`src/rtl/pattern_gen_pkg.sv`:
```
// pattern_gen_pkg: shared types, mode encodings and the colour palette used
// by the VGA test-pattern generator and its bar counters.
package pattern_gen_pkg;

  // Runtime-selectable pattern modes
  typedef enum logic [1:0] {
    MODE_VBAR  = 2'd0,
    MODE_HBAR  = 2'd1,
    MODE_CHECK = 2'd2,
    MODE_SOLID = 2'd3
  } mode_t;

  // 3-bit palette index and bar index (at most eight bars)
  typedef logic [2:0] pal_idx_t;
  typedef logic [2:0] bar_idx_t;

  // One bit per channel; the top replicates each bit across COLOR_W
  typedef struct packed {
    logic r;
    logic g;
    logic b;
  } rgb_mask_t;

  localparam pal_idx_t PAL_BLACK = 3'd0;
  localparam pal_idx_t PAL_WHITE = 3'd1;

  // Expands a palette index into per-channel all-ones/zero flags:
  // black, white, red, green, blue, cyan, magenta, yellow
  function automatic rgb_mask_t palette_lookup(input pal_idx_t idx);
    rgb_mask_t rgb;
    case (idx)
      3'd0:    rgb = 3'b000;
      3'd1:    rgb = 3'b111;
      3'd2:    rgb = 3'b100;
      3'd3:    rgb = 3'b010;
      3'd4:    rgb = 3'b001;
      3'd5:    rgb = 3'b011;
      3'd6:    rgb = 3'b101;
      default: rgb = 3'b110;
    endcase
    return rgb;
  endfunction

endpackage

```
`src/rtl/pattern_gen_bar_counter.sv`:
```
// bar_counter: two-level position counter (pixel within bar, bar index).
// The pixel part advances by STEP and carries into the bar index when it
// reaches PIX_MAX; the bar index wraps after BAR_MAX bars. A load overrides
// an advance. The next-state value is exported so a consumer can act on the
// value being written at this edge (used for the scroll offset).
module bar_counter
  import pattern_gen_pkg::*;
#(
  parameter int PIX_MAX = 80,
  parameter int BAR_MAX = 8,
  parameter int STEP    = 1,
  parameter int PIX_W   = 7
) (
  input  logic             clk,
  input  logic             rst,
  input  logic             load,
  input  logic [PIX_W-1:0] load_pix,
  input  bar_idx_t         load_bar,
  input  logic             adv,
  output logic [PIX_W-1:0] pix,
  output bar_idx_t         bar,
  output logic [PIX_W-1:0] pix_nxt,
  output bar_idx_t         bar_nxt
);

  localparam logic [PIX_W:0]   STEP_X   = (PIX_W+1)'(STEP);
  localparam logic [PIX_W:0]   WRAP_X   = (PIX_W+1)'(PIX_MAX);
  localparam logic [PIX_W-1:0] WRAP_LO  = PIX_W'(PIX_MAX);
  localparam bar_idx_t         BAR_LAST = bar_idx_t'(BAR_MAX - 1);

  logic [PIX_W:0] sum;

  // Next position: load wins, otherwise step with single-subtract wrap
  always_comb begin
    sum     = {1'b0, pix} + STEP_X;
    pix_nxt = pix;
    bar_nxt = bar;
    if (load) begin
      pix_nxt = load_pix;
      bar_nxt = load_bar;
    end else if (adv) begin
      if (sum >= WRAP_X) begin
        pix_nxt = sum[PIX_W-1:0] - WRAP_LO;
        bar_nxt = (bar == BAR_LAST) ? '0 : bar + 3'd1;
      end else begin
        pix_nxt = sum[PIX_W-1:0];
      end
    end
  end

  // Position register
  always_ff @(posedge clk) begin
    if (rst) begin
      pix <= '0;
      bar <= '0;
    end else begin
      pix <= pix_nxt;
      bar <= bar_nxt;
    end
  end

endmodule

```
`src/rtl/pattern_gen.sv`:
```
// pattern_gen: VGA test-pattern generator driven by video_on/frame_start.
// Four modes (vertical bars, horizontal bars, checkerboard, solid cycling
// colour), mode changes only at frame_start, optional per-frame horizontal
// scroll, and registered colour/DE outputs one cycle behind video_on.
// Optional build macro PATTERN_GRID_OVERLAY_EN draws a white grid on the
// first pixel column and first line of every bar (all modes except solid).
module pattern_gen
  import pattern_gen_pkg::*;
#(
  parameter int COLOR_W     = 4,
  parameter int BAR_W       = 80,
  parameter int BAR_H       = 60,
  parameter int NUM_BARS    = 8,
  parameter int SCROLL_STEP = 1,
  parameter int FRAME_DIV   = 5
) (
  input  logic               clk,
  input  logic               rst,
  input  logic               video_on,
  input  logic               frame_start,
  input  logic [1:0]         mode_sel,
  input  logic               mode_req,
  input  logic               scroll_en,
  output logic [COLOR_W-1:0] o_r,
  output logic [COLOR_W-1:0] o_g,
  output logic [COLOR_W-1:0] o_b,
  output logic               o_de,
  output logic [1:0]         mode_cur
);

  localparam int HPIX_W = $clog2(BAR_W);
  localparam int VPIX_W = (BAR_H > 1) ? $clog2(BAR_H) : 1;
  localparam int FCNT_W = FRAME_DIV + 3;

  mode_t             mode_q, mode_d;
  mode_t             pending_q, pending_d;
  logic              mode_change;
  logic              scroll_adv;
  logic              line_end;
  logic [FCNT_W-1:0] frame_cnt;

  logic [HPIX_W-1:0] off_pix, off_pix_nxt;
  bar_idx_t          off_bar, off_bar_nxt;
  logic [HPIX_W-1:0] h_pix, h_pix_nxt, h_load_pix;
  bar_idx_t          h_bar, h_bar_nxt, h_load_bar;
  logic [VPIX_W-1:0] v_pix, v_pix_nxt;
  bar_idx_t          v_bar, v_bar_nxt;

  pal_idx_t          pix_idx;
  rgb_mask_t         pix_rgb;

  // o_de is video_on from the previous cycle, so it doubles as the
  // edge-detect history for the end of each active line
  assign line_end = o_de & ~video_on;
  assign mode_cur = mode_q;

  // Mode request bookkeeping and frame-start decisions; a request arriving
  // together with frame_start bypasses the pending register
  always_comb begin
    pending_d   = pending_q;
    mode_d      = mode_q;
    mode_change = 1'b0;
    scroll_adv  = 1'b0;
    if (mode_req) begin
      pending_d = mode_t'(mode_sel);
    end
    if (frame_start) begin
      mode_d      = mode_req ? mode_t'(mode_sel) : pending_q;
      mode_change = (mode_d != mode_q);
      scroll_adv  = !mode_change && scroll_en &&
                    ((mode_q == MODE_VBAR) || (mode_q == MODE_CHECK));
    end
  end

  // Mode, pending request and frame counter registers
  always_ff @(posedge clk) begin
    if (rst) begin
      mode_q    <= MODE_VBAR;
      pending_q <= MODE_VBAR;
      frame_cnt <= '0;
    end else begin
      mode_q    <= mode_d;
      pending_q <= pending_d;
      if (frame_start) begin
        frame_cnt <= frame_cnt + FCNT_W'(1);
      end
    end
  end

  // Scroll offset accumulator: cleared on a mode change, stepped per frame
  bar_counter #(
    .PIX_MAX (BAR_W),
    .BAR_MAX (NUM_BARS),
    .STEP    (SCROLL_STEP),
    .PIX_W   (HPIX_W)
  ) u_offset (
    .clk      (clk),
    .rst      (rst),
    .load     (mode_change),
    .load_pix ('0),
    .load_bar ('0),
    .adv      (scroll_adv),
    .pix      (off_pix),
    .bar      (off_bar),
    .pix_nxt  (off_pix_nxt),
    .bar_nxt  (off_bar_nxt)
  );

  // At frame_start the offset is being updated on the same edge, so the
  // horizontal reload takes the value being written rather than the old one
  assign h_load_pix = frame_start ? off_pix_nxt : off_pix;
  assign h_load_bar = frame_start ? off_bar_nxt : off_bar;

  // Horizontal position: reloaded at every line end and frame start
  bar_counter #(
    .PIX_MAX (BAR_W),
    .BAR_MAX (NUM_BARS),
    .STEP    (1),
    .PIX_W   (HPIX_W)
  ) u_hcnt (
    .clk      (clk),
    .rst      (rst),
    .load     (frame_start | line_end),
    .load_pix (h_load_pix),
    .load_bar (h_load_bar),
    .adv      (video_on),
    .pix      (h_pix),
    .bar      (h_bar),
    .pix_nxt  (h_pix_nxt),
    .bar_nxt  (h_bar_nxt)
  );

  // Vertical position: one step per line, cleared at frame start
  bar_counter #(
    .PIX_MAX (BAR_H),
    .BAR_MAX (NUM_BARS),
    .STEP    (1),
    .PIX_W   (VPIX_W)
  ) u_vcnt (
    .clk      (clk),
    .rst      (rst),
    .load     (frame_start),
    .load_pix ('0),
    .load_bar ('0),
    .adv      (line_end),
    .pix      (v_pix),
    .bar      (v_bar),
    .pix_nxt  (v_pix_nxt),
    .bar_nxt  (v_bar_nxt)
  );

  // Colour index selection for the current pixel
  always_comb begin
    pix_idx = PAL_BLACK;
    case (mode_q)
      MODE_VBAR:  pix_idx = h_bar;
      MODE_HBAR:  pix_idx = v_bar;
      MODE_CHECK: pix_idx = (h_bar[0] ^ v_bar[0]) ? PAL_WHITE : PAL_BLACK;
      MODE_SOLID: pix_idx = frame_cnt[FRAME_DIV+2:FRAME_DIV];
      default:    pix_idx = PAL_BLACK;
    endcase
`ifdef PATTERN_GRID_OVERLAY_EN
    if ((mode_q != MODE_SOLID) && ((h_pix == '0) || (v_pix == '0))) begin
      pix_idx = PAL_WHITE;
    end
`endif
    pix_rgb = palette_lookup(pix_idx);
  end

`ifndef PATTERN_GRID_OVERLAY_EN
  // Pixel-within-bar positions only feed the grid overlay
  logic unused_grid;
  assign unused_grid = ^{h_pix, v_pix};
`endif

  // Counter next-state taps and low frame_cnt bits are not needed here
  logic unused_taps;
  assign unused_taps = ^{h_pix_nxt, h_bar_nxt, v_pix_nxt, v_bar_nxt, frame_cnt};

  // Registered outputs; colour is blanked whenever the pixel is not active
  always_ff @(posedge clk) begin
    if (rst) begin
      o_r  <= '0;
      o_g  <= '0;
      o_b  <= '0;
      o_de <= 1'b0;
    end else begin
      o_de <= video_on;
      if (video_on) begin
        o_r <= {COLOR_W{pix_rgb.r}};
        o_g <= {COLOR_W{pix_rgb.g}};
        o_b <= {COLOR_W{pix_rgb.b}};
      end else begin
        o_r <= '0;
        o_g <= '0;
        o_b <= '0;
      end
    end
  end

endmodule
```
`config.mk`:
```
export PLATFORM = sky130hd
export DESIGN_NAME = pattern_gen
export DESIGN_NICKNAME = d
export VERILOG_FILES = /design/src/rtl/pattern_gen_pkg.sv /design/src/rtl/pattern_gen_bar_counter.sv /design/src/rtl/pattern_gen.sv
export SDC_FILE = /design/constraint.sdc
export NUM_CORES = 1
export LEC_CHECK = 0
export CAP_MARGIN = 10
export CORE_UTILIZATION = 50
export CTS_BUF_LIST = sky130_fd_sc_hd__clkbuf_8
export CTS_CLUSTER_DIAMETER = 40
export DETAILED_ROUTE_END_ITERATION = 12
export GPL_ROUTABILITY_DRIVEN = 1
export HOLD_SLACK_MARGIN = 0.12
export PLACE_DENSITY = 0.7
export SKIP_CTS_REPAIR_TIMING = 1
export SYNTH_ARGS = -nofsm -noshare
export SYNTH_HDL_FRONTEND = slang
export SYNTH_SLANG_ARGS = --single-unit
```
`constraint.sdc`:
```
create_clock -name clk -period 3.7 [get_ports clk]
set_clock_uncertainty 0.2 [all_clocks]
set_input_delay 0.74 -clock clk [delete_from_list [all_inputs] [get_ports clk]]
set_output_delay 0.74 -clock clk [all_outputs]
set_load 0.05 [all_outputs]
```
# After elaboration in Yosys (flattened, before gate mapping)
# Index checks and enable logic that the tools add are counted.
# Widths: inputs -> output; s select.
classes:
  eq_ne: 13
  n_lt_le_gt_ge: 3
  n_reduce_logical: 12
  bitwise_logic: 4
  mux: 24
  n_addsub: 10
ops:
  columns: ["op", "n"]
  rows:
  - ["$mux 7", 7]
  - ["$mux 3", 10]
  - ["$pmux 3 s7", 1]
  - ["$eq 3x3->1 const B", 6]
  - ["$add 7x1->8 const B", 2]
  - ["$ge 8x7->1 const B", 2]
  - ["$sub 7x7->7 const B", 2]
  - ["$pmux 3 s4", 1]
  - ["$add 3x1->3 const B", 3]
  - ["$add 8x1->8 const B", 1]
  - ["$add 6x1->7 const B", 1]
  - ["$ge 7x6->1 const B", 1]
  - ["$eq 3x2->1 const B", 2]
  - ["$mux 6", 1]
  - ["$sub 6x6->6 const B", 1]
  - ["$eq 2x2->1 const B", 2]
  - ["$reduce_and 2->1", 2]
  - ["$reduce_bool 2->1", 2]
  - ["$reduce_or 2->1", 2]
  - ["$eq 3x1->1 const B", 1]
  - ["$logic_not 3->1", 1]
  - ["$mux 1", 3]
  - ["$eq 2x1->1 const B", 1]
  - ["$logic_and 1x1->1", 2]
  - ["9 further kinds", 9]
word_totals:
  in_bits: 8
  register_bits: 45
  output_inout_bits: 15

# Depth between registers and ports, before layout
depth:
  depth_word: 10
  ltp_mapped: 12

# Cells and area by module
# A second synthesis with hierarchy kept.
hier_totals:
  hier_cells: 410
  hier_area_um2: 3437.0
by_module_without_submodules:
  columns: ["module", "cells_per_inst", "n_inst", "area_each_um2", "seq_area_each_um2"]
  rows:
  - ["bar_counter at u_hcnt ...", 100, 2, 813.3, 200.2]
  - ["pattern_gen", 100, 1, 954.7, 320.3]
  - ["bar_counter at u_vcnt", 110, 1, 855.8, 180.2]

# Worst setup path after synthesis
# OpenSTA, ideal clock, no wires.
synth_path:
  kind: "register to register"
  start: "register u_offset.pix[0]"
  end: "register u_hcnt.bar[2]"
  setup_time_ps: 79
  path_slack_ps: 911
  synth_period_minus_slack_ps: 2789
  arrival_ps: 2510
  stages_incl_launch_ff: 12
  path_cell_list: "dfxtp_1 > ha_1 > buf_2 > and3_1 > xnor2_1 > ha_1 > nand3_1 > o22ai_1 > o211a_1 > o31ai_2 > mux2_4 > a211oi_2"
synth_via:
  elab_chain_cells: 7
synth_lines:
  columns: ["element", "line", "text"]
  rows:
  - ["from (decl)", "pattern_gen_bar_counter.sv:20", "output logic [PIX_W-1:0] pix,"]
  - ["from (signal assigned)", "pattern_gen_bar_counter.sv:57", "pix <= pix_nxt;"]
  - ["$add 7x1->8", "pattern_gen_bar_counter.sv:35", "sum = {1'b0, pix} + STEP_X;"]
  - ["$ge 8x7->1", "pattern_gen_bar_counter.sv:42", "if (sum >= WRAP_X) begin"]
  - ["$mux 3", "pattern_gen_bar_counter.sv:42", null]
  - ["$mux 3", "pattern_gen_bar_counter.sv:41", "end else if (adv) begin"]
  - ["$mux 3", "pattern_gen_bar_counter.sv:38", "if (load) begin"]
  - ["$mux 3", "pattern_gen.sv:112", "assign h_load_bar = frame_start ? off_bar_nxt : off_bar;"]
  - ["$mux 3", "pattern_gen_bar_counter.sv:38", null]
  - ["to (signal assigned)", "pattern_gen_bar_counter.sv:58", "bar <= bar_nxt;"]
  - ["to (decl)", "pattern_gen_bar_counter.sv:21", "output bar_idx_t bar,"]
# No other way between the ends.
# A chain may end at the register's enable or synchronous reset.

# Worst setup path in the final report
# Same ends and word-level chain as after synthesis.

==> summary.txt <==
Status
  • Status: completed

GRT
  • Overall overflow remaining after global route: 0
  • Combined global-route utilization of all metal layers: 22.02%
  • Antenna violations before repair: 0
  • Global-route wire length before repair: 11070 um
  • Vias in the first global route: 2396
  • Largest net degree at the start of global routing: 16

Placement
  • Post-place instance area: 3196 um^2
  • Setup slack after placement: 0.3508 ns
  • Port Buf Inserts: 22
  • Post-DP HPWL: 4936 um
  • RePlAce Congestion: 0.8742
  • # placed instances: 432

Routing
  • Via Count: 2559
  • Routed WL per cell: 14.88 um
  • Routed Wire Length: 6547 um
  • 1st-iter DRT viols: 142
  • Per-cell via count in the routed design: 5.816
  • Number of nets with antenna violations after detailed routing: 0
  • Number of optimization iterations in the first detailed-route pass: 5
  • DRC errors left: 0

Floorplan
  • Die width: 79.72 um
  • Die area: 6355 um^2
  • Placeable Area: 5675 um^2
  • Top-level I/O count: 23
  • Starting Density: 53.22%
  • Core Rows: 27
  • Die outline height: 79.72 um

Synthesis
  • Post-synthesis adder-cell area fraction: 6.214%
  • Synth Net Count: 389
  • Share of flip-flops with an asynchronous set or reset: 0%
  • Distinct cell type count of the synthesized netlist: 68
  • Cell area after technology mapping: 3020 um^2
  • Avg Cell Area, Syn: 8.252 um^2
  • Main synth FF type: dfxtp_1
  • Post-synthesis sequential area ratio: 29.83%
  • Total of flip-flops plus latches after synthesis: 45
  • Post-synthesis share of cell area spent on xor and xnor gates: 6.338%
  • Number of synthesis warnings: 0
  • Dominant combinational cell family by area after synthesis: simple AND/OR/NAND/NOR gates
  • Post-synthesis compound-gate area fraction: 19.39%
  • Gate Count Post-Synth: 366
  • Mux share of post-synthesis cell area: 7.042%
  • Simple-gate share of the synthesized area: 23.86%
  • Post-synth EDFFs: 0

STA
  • Transition time at the pin with the least slew margin: 0.6493 ns
  • Hold slack final: 0.3138 ns
  • Number of failing setup endpoints in the final timing report: 0
  • Final Critical Period: 3.170 ns
  • Final hold violation count: 0
  • Final worst-path cycle share: 85.69%
  • Sum of negative setup slack: 0 ns
  • Unrepaired setup endpoints after global routing: no
  • Relative max-transition margin: 56.71%
  • Final number of max-transition violations: 0
  • Final WS setup: 0.5295 ns
  • F_max: 315.4 MHz

Layout
  • Finished Cell Area: 3316 um^2
  • Layout-stage area growth over the synthesis result: 9.776%
  • Filler instances: 512
  • Net count, final: 390
  • Share of cells above drive strength 1: 9.239%
  • Number of antenna diodes: 0
  • Area of the multi-input gates: 1898 um^2
  • Register area: 900.9 um^2
  • Final Instance Count excl. Fillers: 440
  • Finished Core Util: 58.42%

Clock network
  • Clock transition at the register clock pins on the worst setup and hold paths after CTS: 0.09 ns
  • Maximum root-to-sink buffer count: 2
  • Clock tree root buffer cell: clkbuf_8
  • Total clock sinks: 45
  • Clock tree from TritonCTS: yes
  • Number of clock buffers inserted by TritonCTS: 5
  • Deepest level of the CTS H-tree: 2
  • Clock latency on the worst-skew pair: 0.29 ns

Pwr
  • Cell leakage power: 1.253 nW
  • Power, Total: 1.059 mW
  • Pwr/cell area: 319.4 nW/um^2
  • Maximum vdd drop: 0.2478 mV

Critical path
  • Critical path required time: 3.72 ns
  • Launching element type of the critical path: register
  • Cell-by-cell listing of the critical path: ha_1 -> and3_1 -> xnor2_1 -> ha_1 -> nand3_1 -> o22ai_1 -> o211a_1 -> o31ai_2 -> mux2_4 -> a211oi_2
  • Crit path top cell by count: ha_1
  • Delay of the slowest cell on the worst path: 0.47 ns
  • Crit path DAT: 3.19 ns
  • Crit path kind: register to register
  • Maximum net fanout on the critical path: 8
  • Endpoint kind of the worst setup timing path: register
  • Highest-delay cell along the critical path: dfxtp_1

Flow run
  • Number of max-capacitance violations reported: 0

Min path
  • Worst hold-check path type: register to register
==> layout by cell type, fill, tap and decap left out, types with 3 or more instances in the layout <==
| cell | count |
|---|---|
| a211oi_1 | 4 |
| nor2b_1 | 3 |
| o22ai_1 | 4 |
| nand4_1 | 8 |
| nor3_1 | 9 |
| o211ai_1 | 6 |
| nand3_1 | 16 |
| clkdlybuf4s50_1 | 22 |
| nand2b_1 | 6 |
| a211o_1 | 3 |
| inv_1 | 9 |
| or3_1 | 4 |
| a21oi_1 | 18 |
| o21ai_0 | 13 |
| xnor2_1 | 10 |
| xor2_1 | 10 |
| mux2_2 | 3 |
| dfxtp_1 | 45 |
| buf_4 | 7 |
| nor4_1 | 3 |
| o41ai_1 | 3 |
| nor2_1 | 42 |
| nand2_1 | 24 |
| o31ai_1 | 3 |
| and3_1 | 7 |
| o22a_1 | 3 |
| clkbuf_8 | 6 |
| ha_1 | 15 |
| mux2i_1 | 15 |
==> cell type report <==
class | count | area share, %
Timing Repair Buffer | 29 | 8.226
Multi-Input combinational cell | 277 | 57.25
Tap cell | 72 | 2.717
Clock buffer | 6 | 2.491
Sequential cell | 45 | 27.17
Clock inverter | 2 | 1.132
Inverter | 9 | 1.019
==> where the power goes <==
| group | internal, mW | total [mW] | switching, mW | leakage [nW] |
|---|---|---|---|---|
| sequential | 0.497 | 0.518 | 0.0211 | 0.365 |
| combinational | 0.0607 | 0.150 | 0.0893 | 0.830 |
| clock | 0.220 | 0.391 | 0.171 | 0.0574 |
==> path summary, 6_finish.rpt <==
| check | startpoint | end | slack [ns] | cells after the start |
|---|---|---|---|---|
| max | u_offset.pix[0] | u_hcnt.bar[2] | 0.53 | 10 |
| min | frame_cnt[7] | frame_cnt[7] | 0.31 | 2 |
| max reg2reg | u_offset.pix[0] | u_hcnt.bar[2] | 0.53 | 10 |
| min reg2reg | frame_cnt[7] | frame_cnt[7] | 0.31 | 2 |
==> kinds of logic after synthesis <==
group | count (synthesis)
compound gates | 82
xor+xnor | 21
simple gates | 139
flops | 45
buf+inv | 44
fa+ha+maj | 15
mux | 20
==> state kept, by name (all words and copies together), names as in the netlist <==
| signal | count |
|---|---|
| u_vcnt.pix | 6 |
| u_offset.pix | 7 |
| frame_cnt | 8 |
| pending_q | 2 |
| o_r | 1 |
| u_hcnt.bar | 3 |
| u_offset.bar | 3 |
| o_b | 1 |
| o_de | 1 |
| mode_cur | 2 |
| u_hcnt.pix | 7 |
| o_g | 1 |
| u_vcnt.bar | 3 |
==> critical path: cells and delay by family, from the launching register on <==
family          cells  cell delay, ns
simple gates        2            0.41
mux                 1            0.35
xor+xnor            1            0.09
fa+ha+maj           2            0.54
flops               1            0.47
compound gates      4            1.00
==> layer usage <==
metal	GRT usage (%)	up-vias	wire, um
met5	0	-	0
met4	4.000	0	27
met3	4.229	4	209
met2	37.18	36	3207
met1	29.15	1203	3103
li1	-	1316	-
==> cell usage after synthesis, drive strengths merged (5+ instances only) <==
master | n | area share [%]
xnor2 | 10 | 2.9
ha | 15 | 6.2
nand2b | 6 | 1.2
mux2i | 16 | 5.4
nor3 | 10 | 2.0
buf | 16 | 3.9
o21ai | 13 | 2.2
and3 | 8 | 1.8
xor2 | 11 | 3.4
a21oi | 18 | 3.0
clkbuf | 19 | 2.4
nand4 | 8 | 1.7
nand2 | 25 | 3.4
inv | 9 | 1.1
dfxtp | 45 | 30
nor2 | 42 | 5.2
nand3 | 16 | 2.7
o211ai | 6 | 1.5
a211oi | 5 | 1.4
No activity file was read; power rests on OpenSTA's default activity.
